<file path="src/rtl/serial_adder.sv">
// Bit-serial WIDTH-bit adder: operands accepted over valid/ready, summed LSB-first through one
// full-adder cell per clock, result and carry-out returned over a second valid/ready handshake.
module serial_adder #(
    parameter int unsigned WIDTH = 8
) (
    input  logic             clk,
    input  logic             rst,
    input  logic             in_valid,
    output logic             in_ready,
    input  logic [WIDTH-1:0] a,
    input  logic [WIDTH-1:0] b,
    input  logic             c_in,
    output logic             out_valid,
    input  logic             out_ready,
    output logic [WIDTH-1:0] sum,
    output logic             c_out,
    output logic             busy
);

    localparam int unsigned CW = $clog2(WIDTH + 1);
    localparam logic [CW-1:0] LAST = CW'(WIDTH - 1);

    typedef enum logic [1:0] {
        st_idle = 2'b00,
        st_run  = 2'b01,
        st_done = 2'b10
    } state_t;

    state_t          state;
    logic [WIDTH-1:0] sa;
    logic [WIDTH-1:0] sb;
    logic [WIDTH-1:0] result;
    logic             cy;
    logic [CW-1:0]    cnt;

    logic             fa_a;
    logic             fa_b;
    logic             fa_sum;
    logic             fa_cout;
    logic [WIDTH-1:0] sa_shift;
    logic [WIDTH-1:0] sb_shift;
    logic [WIDTH-1:0] result_shift;

    // One full-adder cell fed by the operand LSBs and the registered carry.
    assign fa_a    = sa[0];
    assign fa_b    = sb[0];
    assign fa_sum  = fa_a ^ fa_b ^ cy;
    assign fa_cout = (fa_a & fa_b) | (cy & (fa_a ^ fa_b));

    // Shifts written this way so WIDTH=1 needs no zero-width slice.
    always_comb begin
        sa_shift                  = sa >> 1;
        sb_shift                  = sb >> 1;
        result_shift              = result >> 1;
        result_shift[WIDTH-1]     = fa_sum;
    end

    always_ff @(posedge clk) begin
        if (rst) begin
            state     <= st_idle;
            sa        <= '0;
            sb        <= '0;
            result    <= '0;
            cy        <= 1'b0;
            cnt       <= '0;
            c_out     <= 1'b0;
            out_valid <= 1'b0;
        end else begin
            case (state)
                st_idle: begin
                    if (in_valid) begin
                        sa     <= a;
                        sb     <= b;
                        cy     <= c_in;
                        result <= '0;
                        cnt    <= '0;
                        state  <= st_run;
                    end
                end
                st_run: begin
                    sa     <= sa_shift;
                    sb     <= sb_shift;
                    result <= result_shift;
                    cy     <= fa_cout;
                    cnt    <= cnt + CW'(1);
                    if (cnt == LAST) begin
                        c_out     <= fa_cout;
                        out_valid <= 1'b1;
                        state     <= st_done;
                    end
                end
                st_done: begin
                    if (out_ready) begin
                        out_valid <= 1'b0;
                        state     <= st_idle;
                    end
                end
                default: begin
                    out_valid <= 1'b0;
                    state     <= st_idle;
                end
            endcase
        end
    end

    assign sum      = result;
    assign in_ready = (state == st_idle);
    assign busy     = (state == st_run) || (state == st_done);

endmodule

</file>
<file path="config.mk">
export PLATFORM = sky130hd
export DESIGN_NAME = serial_adder
export DESIGN_NICKNAME = d
export VERILOG_FILES = /design/src/rtl/serial_adder.sv
export SDC_FILE = /design/constraint.sdc
export NUM_CORES = 1
export LEC_CHECK = 0
export CAP_MARGIN = 20
export CORE_UTILIZATION = 55
export DETAILED_ROUTE_END_ITERATION = 8
export DONT_BUFFER_PORTS = 1
export PLACE_DENSITY = 0.71
export SYNTH_ARGS = -nofsm -noshare
export SYNTH_HDL_FRONTEND = slang
export SYNTH_SLANG_ARGS = --single-unit
</file>
<file path="constraint.sdc">
create_clock -name clk -period 1.9 [get_ports clk]
set_input_delay 0.285 -clock clk [delete_from_list [all_inputs] [get_ports clk]]
set_output_delay 0.285 -clock clk [all_outputs]
set_load 0.01 [all_outputs]
</file>
==> flow_summary.toml <==
[outcome]
outcome = "finished clean"

[die]
initial_utilization_pct = 60.5
fp-row-count = 18
dieArea_um2 = 3040
die_w_um = 55.2
core_area_um2 = 2570
pin_count = 33
die_h_um = 55.2

[synthesis]
synth_top_area_share_pct = 42.5
syn_nets = 189
synth_compound_area_share_pct = 21.1
synth_warnings = 0
synthAdderAreaFrac_pct = 5.31
synth_area_per_cell_um2 = 9.59
synth-seq-cells = 33
synth_area_leaders = "dfxtp_1 (43%), mux2i_1 (10%), a211oi_2 (8.1%), nor2_1 (7.2%), ha_1 (4.0%)"
yosys.area.top_type = "dfxtp_1"
synth.distinct_cells = 32
yosysSeqAreaShare_pct = 42.5
synthArstFlopShare_pct = 0
ys.flop_type = "dfxtp_1"
syn-instance-count = 162
muxShareOfSynthArea_pct = 10.3
yosys.area_share.xor_xnor_pct = 0
synth_edf_count = 0
synthSimpleGateAreaFrac_pct = 14.7
synth_top_family_by_area = "compound AO/OA/AOI/OAI gates"
syn_area_um2 = 1550
synth_common_cells = "dfxtp_1 (33), nor2_1 (30), mux2i_1 (16)"
post-synth-top-count-cell = "dfxtp_1"

[detailed_routing]
drc = 0
wl_per_cell_um = 14.8
vias_per_cell = 5.92
drtAntennaViolNets = 0
first_pass_iters = 4
vias = 1142
drt_first_iter_violations = 16
drt-total-wl_mm = 2.85

[place]
placed_area_um2 = 1570
place_inst = 185
dp_hpwl_mm = 2.04
place_congestion = 0.873
io_buffers = 0

[grt]
grt_pass1_wl_mm = 4.37
grt.total_usage_pct = 20.9
grt_pass1_vias = 1039
antenna_found_initial = 0
grt_max_degree = 34
grt.overflow.total = 0

[clock_network]
cts_htree_levels = 2
root_buffer = "clkbuf_4"
clk_pin_slew_ns = 0.09
cts_resized = 0
insertion_delay_ns = 0.32
cts_buffers = 5
cts_tree = "done"
ctsLongestPathBuffers = 2
clkSinkCount = 33

[layout]
fillers = 236
seqCellArea_um2 = 661
design_area_um2 = 1640
nNetsFinal = 190
layout.cells.non_filler = 193
multiInputGateArea_um2 = 798
antennaDiodeCount = 0
drive_above_1_share_pct = 15.3
areaGrowthSynthToFinish_pct = 5.39

[timing]
timing.final.crit_share_pct = 88.6
fin_crit_ns = 1.68
finClkSkew_ns = 0.00228
fmax_mhz = 594
finalMaxSlewViolations = 0
rsz0062_at_grt = "no"
whs_ns = 0.0261
setup_viol = 0
setup_tns_ns = 0
finalHoldViolCount = 0
relSlewSlack_pct = 75.2
tightest_slew_ns = 0.372

[setup_path]
setup.worst_path.start_class = "register"
cp_num_buf_inv = 3
path_delay_family = "buffers and inverters"
crit_path_end_kind = "register"
r2r_end = "sa[1]"
worstPathMaxFanout = 30
crit_path_max_incr_delay_ns = 0.38
crit_required_ns = 2.13
critPathKind = "reg -> reg"
reg2reg_from = "state[0]"
r2r_cells = 8
path_cells = "inv_1 -> ha_1 -> nor2b_1 -> buf_4 -> nor2_2 -> buf_12 -> nor2_1 -> a211oi_1"
cpMaxStageDelayCell = "dfxtp_1"
arrival_ns = 1.91
r2r_slack_ns = 0.22

[run]
cap_violations = 0

[worst_hold_path]
hold_path_end = "sa[6]"
min_delay_path_depth = 1
hold_path_class = "in -> reg"
min_from = "rst"

[power_and_ir_drop]
p_leak_nw = 0.592
ir_drop_mv = 0.630
power_density_nw_per_um2 = 1070
==> registers in the layout, indices dropped and copies added (netlist names) <==
register	cells
state	2
sum	8
sa	8
c_out	1
out_valid	1
cnt	4
sb	8
cy	1
==> metrics by stage <==
stage               power, W  util [%]  worst slack, ns
floorplan            0.00130         -            0.239
global placement     0.00136      61.3            0.348
detailed placement   0.00139      61.3            0.230
CTS                  0.00177      63.4            0.218
global route         0.00186      63.8           0.0752
finish               0.00175      63.8            0.216
==> cell families (layout without fill, tap and decap cells) <==
| kind of cell | count (synthesis) | after routing |
|---|---|---|
| simple gates | 49 | 49 |
| mux | 16 | 16 |
| flops | 33 | 33 |
| buf+inv | 19 | 20 |
| fa+ha+maj | 6 | 6 |
| compound gates | 39 | 39 |
==> placed cells by master, fill, tap and decap left out <==
cell type / Yosys / routed
dfxtp_1: 33 / 33
nor2_1: 30 / 30
mux2i_1: 16 / 16
a211oi_2: 10 / 10
a21oi_1: 8 / 8
inv_1: 7 / 7
a22oi_1: 7 / 7
a211oi_1: 7 / 7
ha_1: 5 / 5
clkbuf_4: 0 / 5
buf_4: 1 / 4
nor2b_1: 3 / 3
nand3_1: 3 / 3
nand2_1: 3 / 3
nor2_2: 2 / 2
o21ai_1: 2 / 2
nand3b_1: 2 / 2
nand2b_1: 1 / 1
or2_4: 1 / 1
nor3_1: 1 / 1
a2111o_1: 1 / 1
a31oi_1: 1 / 1
a221oi_1: 1 / 1
nor3b_1: 1 / 1
and3b_1: 1 / 1
a311oi_1: 1 / 1
a22oi_2: 1 / 1
nand4_1: 1 / 1
fa_1: 1 / 1
clkbuf_8: 0 / 1
clkbuf_1: 4 / 1
dlygate4sd3_1: 0 / 1
buf_12: 0 / 1
==> where the power goes <==
group          internal (W)  total, W  switching [W]
Combinational      0.000228  0.000535       0.000307
Clock              0.000175  0.000381       0.000206
Sequential         0.000782  0.000835      0.0000532
Total               0.00118   0.00175       0.000567
==> what timing repair did <==
action	CTS	global route
hold endpoints to repair	0	2
endpoints found under the setup margin	0	0
setup buffers	0	0
hold buffers	0	1
==> final cells by class <==
type	instances	area share [%]
multi-input cells	110	48.7
repair buffers	6	3.67
flip-flops and latches	33	40.3
clock buffers	7	3.36
inverters	7	1.60
well taps	30	2.29
==> worst max path at each step <==
stage                         from      to  cells after the start
after floorplan           state[0]  sum[0]                      8
after global placement    state[0]   sb[4]                      8
after detailed placement  state[0]   sa[1]                      8
after CTS                 state[0]   sa[1]                      8
after global routing      state[0]   sa[4]                      8
final                     state[0]   sa[1]                      8
==> layer usage <==
metal | share of wire [%] | wire (µm) | GRT usage (%) | up-vias
met5 | 0 | 0 | 0 | -
met4 | 0.77 | 22 | 7.50 | 0
met3 | 7.2 | 204 | 7.65 | 4
met2 | 47 | 1340 | 35.3 | 32
met1 | 45 | 1290 | 24.1 | 529
li1 | - | - | - | 577
Note: power is estimated with default switching activity, not from simulation.
